[src/rtl/fetch_unit.sv]
// fetch_unit: single-outstanding instruction fetch FSM feeding the IF/ID register
module fetch_unit #(
    parameter logic [31:0] RESET_PC  = 32'h0000_0000,
    parameter logic [31:0] NOP_INSTR = 32'h0000_0013
) (
    input  logic        clk,
    input  logic        reset,
    input  logic        pc_write,
    input  logic        redirect,
    input  logic [31:0] redirect_pc,
    output logic        imem_req,
    output logic [31:0] imem_addr,
    input  logic        imem_ready,
    input  logic        imem_rvalid,
    input  logic [31:0] imem_rdata,
    output logic [31:0] pc_out,
    output logic [31:0] instruction_out,
    output logic        fetch_valid
);
    localparam logic [2:0] IDLE  = 3'd0;
    localparam logic [2:0] REQ   = 3'd1;
    localparam logic [2:0] WAIT  = 3'd2;
    localparam logic [2:0] VALID = 3'd3;
    localparam logic [2:0] DROP  = 3'd4;

    logic [2:0]  state;
    logic [31:0] pc;

    assign imem_req  = state == REQ;
    assign imem_addr = pc;

    always_ff @(posedge clk or posedge reset) begin
        if (reset) begin
            state           <= IDLE;
            pc              <= RESET_PC;
            pc_out          <= '0;
            instruction_out <= NOP_INSTR;
            fetch_valid     <= 1'b0;
        end else if (redirect) begin
            pc              <= {redirect_pc[31:2], 2'b00};
            pc_out          <= '0;
            instruction_out <= NOP_INSTR;
            fetch_valid     <= 1'b0;
            // a request still in flight must have its response swallowed before refetching
            state <= (state == WAIT || state == DROP) ? (imem_rvalid ? REQ : DROP) :
                     (state == REQ && imem_ready) ? DROP : REQ;
        end else begin
            case (state)
                IDLE: state <= REQ;
                REQ: if (imem_ready) state <= WAIT;
                WAIT: if (imem_rvalid) begin
                    pc_out          <= pc;
                    instruction_out <= imem_rdata;
                    fetch_valid     <= 1'b1;
                    state           <= VALID;
                end
                VALID: if (pc_write) begin
                    pc              <= pc + 32'd4;
                    instruction_out <= NOP_INSTR;
                    fetch_valid     <= 1'b0;
                    state           <= REQ;
                end
                DROP: if (imem_rvalid) state <= REQ;
                default: state <= IDLE;
            endcase
        end
    end
endmodule
[config.mk]
export PLATFORM = sky130hd
export DESIGN_NAME = fetch_unit
export DESIGN_NICKNAME = d
export VERILOG_FILES = /design/src/rtl/fetch_unit.sv
export SDC_FILE = /design/constraint.sdc
export NUM_CORES = 1
export LEC_CHECK = 0
export CORE_MARGIN = 2
export CORE_UTILIZATION = 40
export DETAILED_ROUTE_END_ITERATION = 10
export GPL_TIMING_DRIVEN = 0
export PLACE_DENSITY_LB_ADDON = 0.1
export SLEW_MARGIN = 10
export SYNTH_ARGS = -nofsm -noshare
export SYNTH_HDL_FRONTEND = slang
export SYNTH_SLANG_ARGS = --single-unit
[constraint.sdc]
create_clock -name clk -period 7.5 [get_ports clk]
set_input_delay 1.125 -clock clk [delete_from_list [all_inputs] [get_ports clk]]
set_output_delay 1.125 -clock clk [all_outputs]
set_load 0.005 [all_outputs]
# After elaboration in Yosys (flattened, before gate mapping)
# Cells that the tools add are included.
# word_totals
ff_bits,100
latch_bits,0
ramBits,0
romBits,0
in_bits,70
output_inout_bits,98
n_memories,0
# classes
add_sub_neg,1
n_mul,0
div_mod_pow,0
magnitude_cmp,0
eq_ne,8
shifts,0
muxes,23
n_bitwise,0
reduce_logical,12
# ops
op,n
$mux W32,9
$pmux W32 S2,1
$add A32 B3 Y32 const B,1
$mux W3,8
$pmux W3 S5,1
$ne A3 B3 Y1 const B,3
$reduce_bool A2 Y1,4
$eq A3 B2 Y1 const B,2
$reduce_and A2 Y1,2
$reduce_and A4 Y1,1
$eq A3 B1 Y1 const B,1
$eq A3 B3 Y1 const B,1
$logic_not A3 Y1,1
$mux W1,3
$ne A3 B2 Y1 const B,1
$reduce_and A3 Y1,1
$reduce_bool A3 Y1,1
$pmux W1 S2,1
$logic_and A1 B1 Y1,1
$logic_or A1 B1 Y1,1

# Depth between registers and ports, before layout
# Gate-level depths: netlist (run 1).
# depth
word_depth,5
ltp_mapped,6
mapped_depth_nobuf,5

# Least setup slack after synthesis (run 1)
# No wires, ideal clock.
# synth_path
path_kind,input to register
start,in pc_write
end,"reg pc[28], in the netlist imem_addr[28]"
arrival_ns,2.507
t_required_ns,7.418
setup_slack_ns,4.911
stages,5
n_path_buf,1
cell_sequence,nand4b_4 or4_1 clkbuf_2 or4_1 a31oi_1
# synth_via
elab_chain_cells,2
# synth_lines
item,line_no,text
start: declaration,8,"input logic pc_write,"
$reduce_bool A2 Y1 (no line),n/a,
$reduce_and A2 Y1 (no line),n/a,
end signal: assignment,40,"pc <= {redirect_pc[31:2], 2'b00};"
end signal: assignment,58,pc <= pc + 32'd4;
end: declaration,27,logic [31:0] pc;
# Every way passes these cells.
# A chain may end at the register's enable or synchronous reset.

# Final worst setup path (run 1)
# Same ends and word-level chain as after synthesis.

==> flow_metrics.py, run 1 <==
metrics = {
    "outcome": {
        "status": "finished clean",
    },
    "power": {
        "p_int_uw": 881,
        "p_switching_uw": 337,
        "power_density_nw_per_um2": 187,
        "p_sw_frac": 0.276,
        "p_seq_frac": 0.494,
        "combPwrFrac": 0.207,
        "p_leak_uw": 0.00265,
        "peakVddDrop_uv": 90.3,
        "clkPwrFrac": 0.299,
    },
    "run": {
        "max_cap_viol_count": 0,
    },
    "sta": {
        "fin_skew_ns": 0.00971,
        "min_period_ns": 2.96,
        "hold_viol_final": 0,
        "final-max-slew-violation-count": 0,
        "fin_crit_sh": 0.395,
        "setup_viol": 0,
        "relSlewSlack": 0.316,
        "fin_setup_tns_ns": 0,
        "max_freq_mhz": 338,
        "worst_slack_ns": 4.54,
        "tightest_slew_ns": 1.02,
        "finalHoldWorstSlack_ns": 0.463,
        "grt_setup_unrepaired": "no",
    },
    "yosys": {
        "synth-compound-area-share": 0.169,
        "seq_area_frac_synth": 0.545,
        "yosys.area.top_type": "dfrtp_1",
        "synth_top_family_by_area": "simple AND/OR/NAND/NOR gates",
        "synthTopCellsByArea": "dfrtp_1 53%, nand2_1 7.3%, a22o_1 5.7%, a21oi_1 4.0%, clkbuf_1 2.5%",
        "synth-edff-count": 0,
        "synthAdderAreaFrac": 0.00280,
        "synth-async-reset-ratio": 1.00,
        "yosys.cell_types.count": 47,
        "synth_area_per_cell_sq_um": 9.73,
        "synth-xor-area-share": 0.0216,
        "synth_ff_type": "dfrtp_1",
        "netlist_area_sq_um": 4460,
        "ys_seq_elements": 97,
        "synth.mux.area_fraction": 0.00448,
        "yosysWarnings": 0,
        "synth_top_cell_area_share": 0.527,
        "synth_cells": 459,
        "yosys.area_share.simple": 0.216,
    },
    "detailed_routing": {
        "viasPerCell": 5.45,
        "drc": 0,
        "wirelength_mm": 13.2,
        "drt_pass1_iterations": 4,
        "vias": 4248,
        "wl_per_cell_um": 17.0,
        "drtAntennaViolNets": 0,
        "drt_iter0_markers": 171,
    },
    "clocking": {
        "ctsHoldBuffers": 0,
        "htreeDepth": 3,
        "cts_buffers": 9,
        "postCtsSetupBuffers": 0,
        "cts_tree": "yes",
        "cts.path.max_buffers": 2,
        "clk_pin_slew_ns": 0.09,
        "clockRootBuffer": "clkbuf_8",
        "clk_latency_ns": 0.36,
        "post_cts_resized": 0,
        "cts.sinks": 97,
    },
    "layout": {
        "layout_common_cells": "162 x clkdlybuf4s50_1, 94 x dfrtp_1, 87 x nand2_1",
        "finalInstanceArea_sq_um": 6500,
        "final_common_cell": "clkdlybuf4s50_1",
        "drive_above_1_share": 0.0423,
        "diodes": 0,
        "n_fill_cell": 966,
        "final_cells": 779,
        "final_nets": 705,
        "area_delta_synth_final_pct": 45.7,
    },
    "die": {
        "start_util": 0.410,
        "die-area_sq_um": 12000,
        "num_io_pins": 168,
        "rows": 38,
        "die_width_um": 110,
        "die_h_um": 110,
        "core-area_sq_um": 10900,
    },
    "critical_path": {
        "cp.required_ns": 7.79,
        "start_kind": "primary input",
        "criticalPathCategory": "in -> reg",
        "cp.arrival_ns": 3.25,
        "crit_fanout": 8,
        "end_kind": "register",
    },
    "grt": {
        "grt_usage": 0.223,
        "grt_max_degree": 58,
        "grt_pass1_vias": 4157,
        "antenna_found_initial": 0,
        "grt_pass1_wl_mm": 20.7,
        "grt_overflow": 0,
    },
    "place": {
        "port_buffers": 162,
        "dp.cells": 763,
        "gp_congestion": 0.822,
        "dp_hpwl_mm": 9.58,
        "placed_area_sq_um": 6290,
        "post-place-ws_ns": 4.19,
    },
    "worst_hold_path": {
        "hold_path.class": "reg -> reg",
    },
}
==> cell type report <==
cell class                      instances  area [sq um]  share of cell area
Buffer                                 36           150              0.0231
Clock buffer                           10           128              0.0196
Clock inverter                          6          82.6              0.0127
Inverter                                9          36.3             0.00558
Multi-Input combinational cell        318          1850               0.285
Sequential cell                        97          2430               0.374
Tap cell                              140           175              0.0269
Timing Repair Buffer                  163          1650               0.254
==> cell families after synthesis <==
family                     after synthesis
DFF                                     97
xor gates and xnor gates                11
buffers and inverters                   45
muxes                                    2
and+or+nand+nor                        190
adders and majority gates                1
other                                    1
AOI/OAI and AO/OA                      112
==> flip-flops by register name (all words and copies together), names as in the netlist <==
signal and flops:
fetch_valid 1, imem_addr 30, instruction_out 32, pc_out 31
state 3
==> power by group through the flow <==
| stage | sequential [uW] | combinational (uW) | clock, uW |
|---|---|---|---|
| 2_1_floorplan | 602 | 116 | 0 |
| 3_3_place_gp | 610 | 247 | 0 |
| 4_1_cts | 601 | 256 | 373 |
| 5_1_grt | 607 | 277 | 394 |
| 6_report | 601 | 253 | 364 |
| 3_5_place_dp | 611 | 254 | 0 |
==> Yosys cell counts, drive strengths merged, types with 2 or more instances <==
library cell / instances
nor4: 4
dfrtp: 94
mux2i: 2
xnor2: 4
nor2: 19
a311o: 2
and2b: 2
o41ai: 3
a22o: 29
nand4b: 5
a31oi: 10
or4b: 2
nor3b: 2
or3: 2
o21ai: 16
nand2: 87
a22oi: 2
nor2b: 4
nand3: 17
and4: 4
nand4: 15
dfstp: 3
clkbuf: 31
inv: 9
o31ai: 7
or4: 8
buf: 5
nor3: 6
xor2: 7
a21oi: 36
and4b: 2
and3: 8
==> metrics by stage <==
step                 util  total power, uW
floorplan               -              718
global placement    0.575              857
detailed placement  0.578              865
CTS                 0.597             1230
global route        0.597             1280
finish              0.597             1220
==> critical path, cell delays in order <==
cell and delay (ns):
clkdlybuf4s50_1 0.54, nand4b_4 0.17, or4_1 0.56, clkbuf_2 0.19
or4_1 0.48, a31oi_1 0.17
==> final timing paths <==
kind | to | slack [ns] | from | cells after the start
min | instruction_out[4] | 0.46 | instruction_out[4] | 2
min reg2reg | instruction_out[4] | 0.46 | instruction_out[4] | 2
min in group asynchronous | instruction_out[7] | 1.16 | reset | 2
max | imem_addr[28] | 4.54 | pc_write | 6
max reg2reg | imem_addr[28] | 5.11 | imem_addr[2] | 6
max in group asynchronous | instruction_out[0] | 5.66 | reset | 3
==> per-layer routing <==
metal  GRT usage  wire, um  up-vias
met2       0.358      6290      164
met4      0.0913       272        0
li1            -         -     2016
met3      0.0492       992       19
met5           0         0        -
met1       0.292      5680     2049
(Power assumes the default switching activity.)
==> run 2, diff against run 1 <==
==> constraint.sdc (replaced) <==
create_clock -name clk -period 2.4 [get_ports clk]
set_input_delay 0.36 -clock clk [delete_from_list [all_inputs] [get_ports clk]]
set_output_delay 0.36 -clock clk [all_outputs]
set_load 0.005 [all_outputs]
==> flow_metrics.py, run 2 (synthesized netlist as in run 1, its figures left out) <==
metrics = {
    "place": {
        "placed_area_sq_um": 6310,
        "dp.cells": 764,
        "gp_congestion": 0.828,
        "dp_hpwl_mm": 9.80,
        "port_buffers": 162,
    },
    "die": {
        "rows": 38,
        "die_width_um": 110,
        "num_io_pins": 168,
        "die-area_sq_um": 12000,
        "core-area_sq_um": 10900,
        "die_h_um": 110,
        "start_util": 0.410,
    },
    "sta": {
        "hold_viol_final": 0,
        "fin_skew_ns": 0.0154,
        "tightest_slew_ns": 1.08,
        "fin_crit_sh": 0.945,
        "min_period_ns": 2.27,
        "fin_setup_tns_ns": 0,
        "max_freq_mhz": 441,
        "final-max-slew-violation-count": 0,
        "setup_viol": 0,
        "grt_setup_unrepaired": "no",
        "relSlewSlack": 0.271,
    },
    "critical_path": {
        "cp.buffers_inverters": 1,
        "crit_fanout": 8,
        "r2r_setup_slack_ns": 0.13,
        "cp-endpoint": "imem_addr[28]",
        "start_kind": "register",
        "crit_path_max_incr_delay_ns": 0.50,
        "r2r_end": "imem_addr[28]",
        "r2r_cells": 6,
        "critPathMostFrequentCell": "or4_1",
        "path_cells": "ha_2 -> nand4_1 -> or4_1 -> clkbuf_2 -> or4_1 -> a31oi_1",
        "cpLargestDelayFamily": "simple AND/OR/NAND/NOR gates",
        "cp.required_ns": 2.69,
        "startpoint": "imem_addr[2]",
        "criticalPathCategory": "reg -> reg",
        "slowest_stage": "or4_1",
        "crit_cells": 6,
        "cp.arrival_ns": 2.56,
        "r2r_start": "imem_addr[2]",
        "end_kind": "register",
    },
    "detailed_routing": {
        "wl_per_cell_um": 17.5,
        "drt_iter0_markers": 194,
        "vias": 4288,
        "drt_pass1_iterations": 7,
        "drtAntennaViolNets": 0,
        "wirelength_mm": 13.6,
        "viasPerCell": 5.50,
        "drc": 0,
    },
    "layout": {
        "drive_above_1_share": 0.0501,
        "final_cells": 779,
        "largest_reg_flops": 32,
        "final_common_cell": "clkdlybuf4s50_1",
        "final_nets": 705,
        "layout_common_cells": "162 x clkdlybuf4s50_1, 92 x dfrtp_1, 87 x nand2_1",
        "diodes": 0,
        "area_delta_synth_final_pct": 46.3,
        "finalInstanceArea_sq_um": 6530,
        "largest-register": "instruction_out",
    },
    "clocking": {
        "cts.path.max_buffers": 2,
        "ctsHoldBuffers": 0,
        "clk_pin_slew_ns": 0.09,
        "htreeDepth": 3,
        "clockRootBuffer": "clkbuf_8",
        "cts_buffers": 9,
        "clk_latency_ns": 0.38,
        "cts.sinks": 97,
        "cts_tree": "yes",
    },
    "grt": {
        "antenna_found_initial": 0,
        "grt_usage": 0.230,
        "grt_pass1_wl_mm": 21.2,
        "grt_pass1_vias": 4134,
        "grt_max_degree": 37,
        "grt_overflow": 0,
    },
    "outcome": {
        "status": "finished clean",
    },
    "power": {
        "peakVddDrop_uv": 321,
        "power_density_nw_per_um2": 590,
        "p_leak_uw": 0.00265,
    },
    "worst_hold_path": {
        "hold_path.class": "in -> async",
    },
    "run": {
        "max_cap_viol_count": 0,
    },
}
==> run 2: worst register-to-register path, cell delays in order, from the launching register on <==
cell and delay (ns):
dfrtp_2 0.48, ha_2 0.27, nand4_1 0.14, or4_1 0.42, clkbuf_2 0.18, or4_1 0.50, a31oi_1 0.20
==> run 2: layout make-up <==
type / instances / area, sq um
buffer: 35 / 146
fill: 963 / 4360
tap: 140 / 175
sequential: 97 / 2430
clock buffer: 11 / 131
clock inverter: 5 / 81.3
inverter: 9 / 37.5
timing repair buffer: 164 / 1660
multi-input combinational: 318 / 1870
==> run 2: worst min-delay path by stage <==
stage	start	end	slack, ns	cells after the start
3_5_place_dp	instruction_out[4]	instruction_out[4]	0.45	2
4_1_cts	instruction_out[4]	instruction_out[4]	0.47	2
2_1_floorplan	instruction_out[0]	instruction_out[0]	0.45	2
5_1_grt	instruction_out[0]	instruction_out[0]	0.49	2
3_3_place_gp	instruction_out[4]	instruction_out[4]	0.45	2
6_report	reset	instruction_out[7]	0.46	2
==> run 2: where the power goes <==
group | total, uW | internal, uW | switching [uW]
registers | 1890 | 1740 | 144
clock network | 1170 | 588 | 586
logic | 794 | 435 | 360
total | 3850 | 2760 | 1090
==> run 2: stage by stage <==
step / total power (uW) / hold slack (ns) / util / setup slack (ns)
finish: 3850 / 0.463 / 0.600 / 0.133
CTS: 3880 / 0.466 / 0.599 / 0.0636
floorplan: 2240 / 0.451 / - / 0.394
global placement: 2680 / 0.449 / 0.576 / -0.162
global route: 4040 / 0.494 / 0.600 / 0.0224
detailed placement: 2700 / 0.452 / 0.579 / -0.173
==> run 2: timing repair <==
action	4_1_cts	5_1_grt
pin swaps	0	0
resized for setup	1	4
setup buffers	0	0
setup endpoints to repair	1	33
==> run 2: layer usage <==
layer	track usage	up-vias	routed length (um)
met5	0	-	0
met4	0.104	0	257
met3	0.0409	21	1060
met2	0.363	193	6480
met1	0.310	2072	5840
li1	-	2002	-
==> RTL change 1 (flow settings as in run 1) <==
The parameter `NOP_INSTR` goes from 32'h0000_0013 to 32'h00000010.
--- a/src/rtl/fetch_unit.sv
+++ b/src/rtl/fetch_unit.sv
@@ -1,7 +1,7 @@
 // fetch_unit: single-outstanding instruction fetch FSM feeding the IF/ID register
 module fetch_unit #(
     parameter logic [31:0] RESET_PC  = 32'h0000_0000,
-    parameter logic [31:0] NOP_INSTR = 32'h0000_0013
+    parameter logic [31:0] NOP_INSTR = 32'h00000010
 ) (
     input  logic        clk,
     input  logic        reset,
Behaviour: not the same (Yosys sat finds a counterexample within 4 cycles, from zero or initial values and one cycle with reset high).
==> RTL change 1 against run 1 <==
Sequential cell count is the same. Clock power is 5% higher. Count of clock-buffer cells in the layout unchanged. Register-to-register slack gained 50 ps. Clock skew is 3.7 ps higher. Design area barely moved. Hold slack better by 9.3 ps. Setup slack gained 37 ps. Wire length is 1.1% higher. Global-route usage up 0.53 points. Critical path type unchanged. Synthesized area fell by 0.28%. Power rose by 1.6%. Synthesized cell count fell by 0.87%.
==> RTL change 1: results (changes against run 1) <==
drt-initial-drc-count: 219  # +28%
netlist-cell-type-count: 47  # unchanged
rr_worst_depth: 6  # unchanged
diodes: 0  # unchanged
drt_pass1_iterations: 5  # +1
drive_gt1_share_pct: 3.937  # -0.29 points
ys_warn_count: 0  # unchanged
critPathMaxFanout: 10  # +2
grt_usage_pct: 22.83  # +0.53 points
clk_latency_ps: 370
synth.area.mux_share_pct: 0.4497  # +0.0013 points
run_status: "finished clean"
ys_seq_area_share_pct: 54.55  # +0.097 points
globalplace.congestion: 0.8746  # +6.3%
largest_register_ffs: 32  # unchanged
synthXorXnorAreaFrac_pct: 2.164  # +0.0061 points
regMostFlops: "instruction_out"
p_leak_nw: 2.639  # -0.42%
fmax_mhz: 342.1  # +1.3%
yosys-top-cells-area: "dfrtp_1, nand2_1, a22o_1, a21oi_1, clkbuf_1"
drc: 0  # unchanged
synth-compound-area-share_pct: 17.09  # +0.22 points
synth_adder_area_share_pct: 0.2811  # +0.00079 points
fin_nets: 701  # -0.57%
dp_slack_ps: 4200  # +11.64 ps
routedWlPerCell_um: 17.27  # +1.6%
whs_ps: 472.4  # +9.283 ps
timing.rr.start: "imem_addr[7]$_DFFE_PP0P_"
clock_skew_ps: 13.39  # +3.675 ps
finalWirelength_um: 13390  # +1.1%
placed_cell_area_um2: 6282  # -0.20%
numCtsBuffers: 9  # unchanged
clockBufferDepth: 2  # unchanged
whs_path_depth: 2  # unchanged
worst_ep_arrival_time_ps: 3150  # -100 ps
num_vias: 4231  # -0.40%
cts_root_buf: "clkbuf_8"
slew_headroom_pct: 34.39  # +2.8 points
min_path_type: "reg2reg"
r2r_slack_ps: 5160  # +50 ps
dp_hpwl_um: 9719  # +1.4%
dp_cells: 759  # -0.52%
irDropWorstVdd_uv: 91.60  # +1.4%
fill_cells: 960  # -0.62%
path_clk_slew_ps: 90  # about the same
netlist_top_cells_count: "dfrtp_1, nand2_1, a21oi_1, a22o_1, clkbuf_1"
io_buffers: 162  # unchanged
async_flop_share_pct: 100.0  # unchanged
grt_max_degree: 50  # -14%
r2r-end: "imem_addr[25]$_DFFE_PP0P_"
hold_start: "instruction_out[4]$_DFFE_PP1P_"
syn_avg_cell_area_um2: 9.784  # +0.60%
grt_pass1_wl_um: 21250  # +2.7%
RTL change 1: critical path, stage by stage:
cell and delay [ps]:
clkdlybuf4s50_1 550, nand4b_4 170, or3_1 470, clkbuf_1 280, o41ai_1 420, a31oi_1 140
RTL change 1: how the worst max path moves through the flow:
stage | start | end | cells past startpoint
final | pc_write | imem_addr[25]$_DFFE_PP0P_ | 6
after global routing | pc_write | imem_addr[25]$_DFFE_PP0P_ | 6
after global placement | reset | imem_addr[13]$_DFFE_PP0P_ | 2
after floorplan | reset | fetch_valid$_DFFE_PP0P_ | 1
after CTS | state[1]$_DFFE_PP0P_ | imem_req | 3
after detailed placement | pc_write | imem_addr[28]$_DFFE_PP0P_ | 6
RTL change 1: cell type report:
cell class | instances | area (um^2) | area share [%]
Buffer | 36 | 150.1 | 2.310
Clock buffer | 10 | 127.6 | 1.963
Clock inverter | 6 | 90.09 | 1.386
Inverter | 7 | 28.78 | 0.4427
Multi-Input combinational cell | 316 | 1851 | 28.47
Sequential cell | 97 | 2429 | 37.36
Tap cell | 140 | 175.2 | 2.695
Timing Repair Buffer | 163 | 1649 | 25.37
RTL change 1: per-layer routing:
layer | GRT usage [%] | vias up | part of all wire [%]
li1 | - | 1990 | -
met1 | 31.83 | 2091 | 45
met3 | 5.276 | 16 | 6.6
met2 | 35.45 | 134 | 47
met5 | 0 | - | 0
met4 | 6.962 | 0 | 1.4
RTL change 1: power by group:
group	leakage [nW]	switching (mW)	internal, mW
logic	1.25	0.115	0.138
clock network	0.107	0.193	0.190
registers	1.28	0.0449	0.557
total	2.64	0.352	0.885
==> RTL change 2 (settings of run 1) <==
Made on the original files. Reset style: synchronous (`reset`), changed in one clocked block.
--- a/src/rtl/fetch_unit.sv
+++ b/src/rtl/fetch_unit.sv
@@ -29,7 +29,7 @@
     assign imem_req  = state == REQ;
     assign imem_addr = pc;
 
-    always_ff @(posedge clk or posedge reset) begin
+    always_ff @(posedge clk) begin
         if (reset) begin
             state           <= IDLE;
             pc              <= RESET_PC;
Function: differs if reset is asserted again (counterexample within 4 cycles, from zero or initial values and one cycle with reset high); with reset held inactive, the same outputs for 4 cycles.
==> RTL change 2 against run 1 <==
Wire length shrank 8.1%. Global-route usage fell by 0.25 points. Die area decreased by 6.8%. Sequential cell count fell by 1. Setup slack improved by 230 ps. Synthesized area down 7.1%. Design area decreased by 5.6%. Highest routed layer unchanged.
Power is not compared: it rests on default switching activity, and its combinational part moved more than twofold at a synthesized area within 25%.
==> RTL change 2: results (changes against run 1) <==
globalplace.congestion: 0.8528  # +3.7%
routedWlPerCell_um: 14.99  # -12%
clock_skew_ps: 7.146  # -2.566 ps
netlist_top_cells_count: "dfxtp_1, nand2_1, a21oi_1, nor2_1, a22oi_1"
buffers: 201  # +1.0%
clkbuf_count: 12  # +2
tapCellCount: 136  # -2.9%
internal_power_uw: 767.1
cpPeakStageDelay_ps: 530  # -30 ps
n_all_inverters: 22  # +13
wl_met3_um: 1021  # +2.9%
areaGrowthSynthToFinish_pct: 47.98
buffer_area_share_pct: 29.35  # +1.7 points
num_vias: 4066  # -4.3%
yosys-top-cells-area: "dfxtp_1, nand2_1, a21oi_1, a22oi_1, nor2_1"
clock_area_share_pct: 3.383  # +0.15 points
slew_headroom_pct: 55.59  # +24 points
async_flop_share_pct: 0  # -100 points
wl_met2_um: 5542  # -12%
io_buffers: 160  # -1.2%
fin_nets: 742  # +5.2%
placed_cell_area_um2: 5932  # -5.8%
worst_ep_arrival_time_ps: 2970  # -280 ps
run_status: "finished clean"
ys_seq_area_share_pct: 46.32  # -8.1 points
grt_usage_pct: 22.05  # -0.25 points
grt_pass1_vias: 4020  # -3.3%
grt_pass1_wl_um: 19560  # -5.5%
dp_hpwl_um: 9125  # -4.8%
netlist-cell-type-count: 43  # -8.5%
wl_met1_um: 5405  # -4.8%
multi_input_area_share_pct: 31.85  # +3.4 points
multi_input_gates: 341  # +7.2%
ys_ff_latch: 96  # -1.0%
drive_gt1_share_pct: 5.621  # +1.4 points
## RTL change 2: cell count changes after synthesis, moves of 18 or more
cell,before,now
nor2_1,19,50
o21a_1,0,18
dfxtp_1,0,96
a22o_1,29,0
a21oi_1,36,58
a22oi_1,2,29
dfrtp_1,94,0
## RTL change 2: per-layer routing
metal | up-vias | global-route usage [%]
met5 | - | 0
li1 | 2028 | -
met1 | 1879 | 26.63
met4 | 0 | 7.613
met2 | 143 | 37.24
met3 | 16 | 6.679
## RTL change 2: path summary, 6_finish.rpt
kind	startpoint	end	slack, ps	depth (start not counted)
setup / recovery	imem_rvalid	instruction_out[27]$_SDFFE_PP0P_	4770	8
hold / removal	pc_out[17]$_SDFFE_PP0P_	pc_out[17]$_SDFFE_PP0P_	460	2
setup reg to reg	state[1]$_SDFFE_PP0P_	instruction_out[27]$_SDFFE_PP0P_	5510	8
hold reg to reg	pc_out[17]$_SDFFE_PP0P_	pc_out[17]$_SDFFE_PP0P_	460	2
## RTL change 2: logic make-up (layout without fill, tap and decap cells)
family,Yosys count,after routing,share of synthesized area [%]
AND/OR/NAND/NOR,188,188,22.20
AO/OA/AOI/OAI,113,113,16.68
flip-flops,96,96,46.32
buffers and inverters,63,239,6.815
XOR/XNOR,28,28,5.911
multiplexers,7,7,1.689
adder cells (fa/ha/maj),1,1,0.3015
other,1,4,0.09038
## RTL change 2: worst max-delay path, delay by kind of cell
family	cells	cell delay, ps
compound gates	1	170
simple gates	3	390
buf+inv	4	1280
## RTL change 2: stage by stage
stage	std cells	setup slack, ps
final	812	4771
after global routing	812	4604
after CTS	812	4757
after detailed placement	796	4399
after global placement	796	4432
after floorplan	500	5218
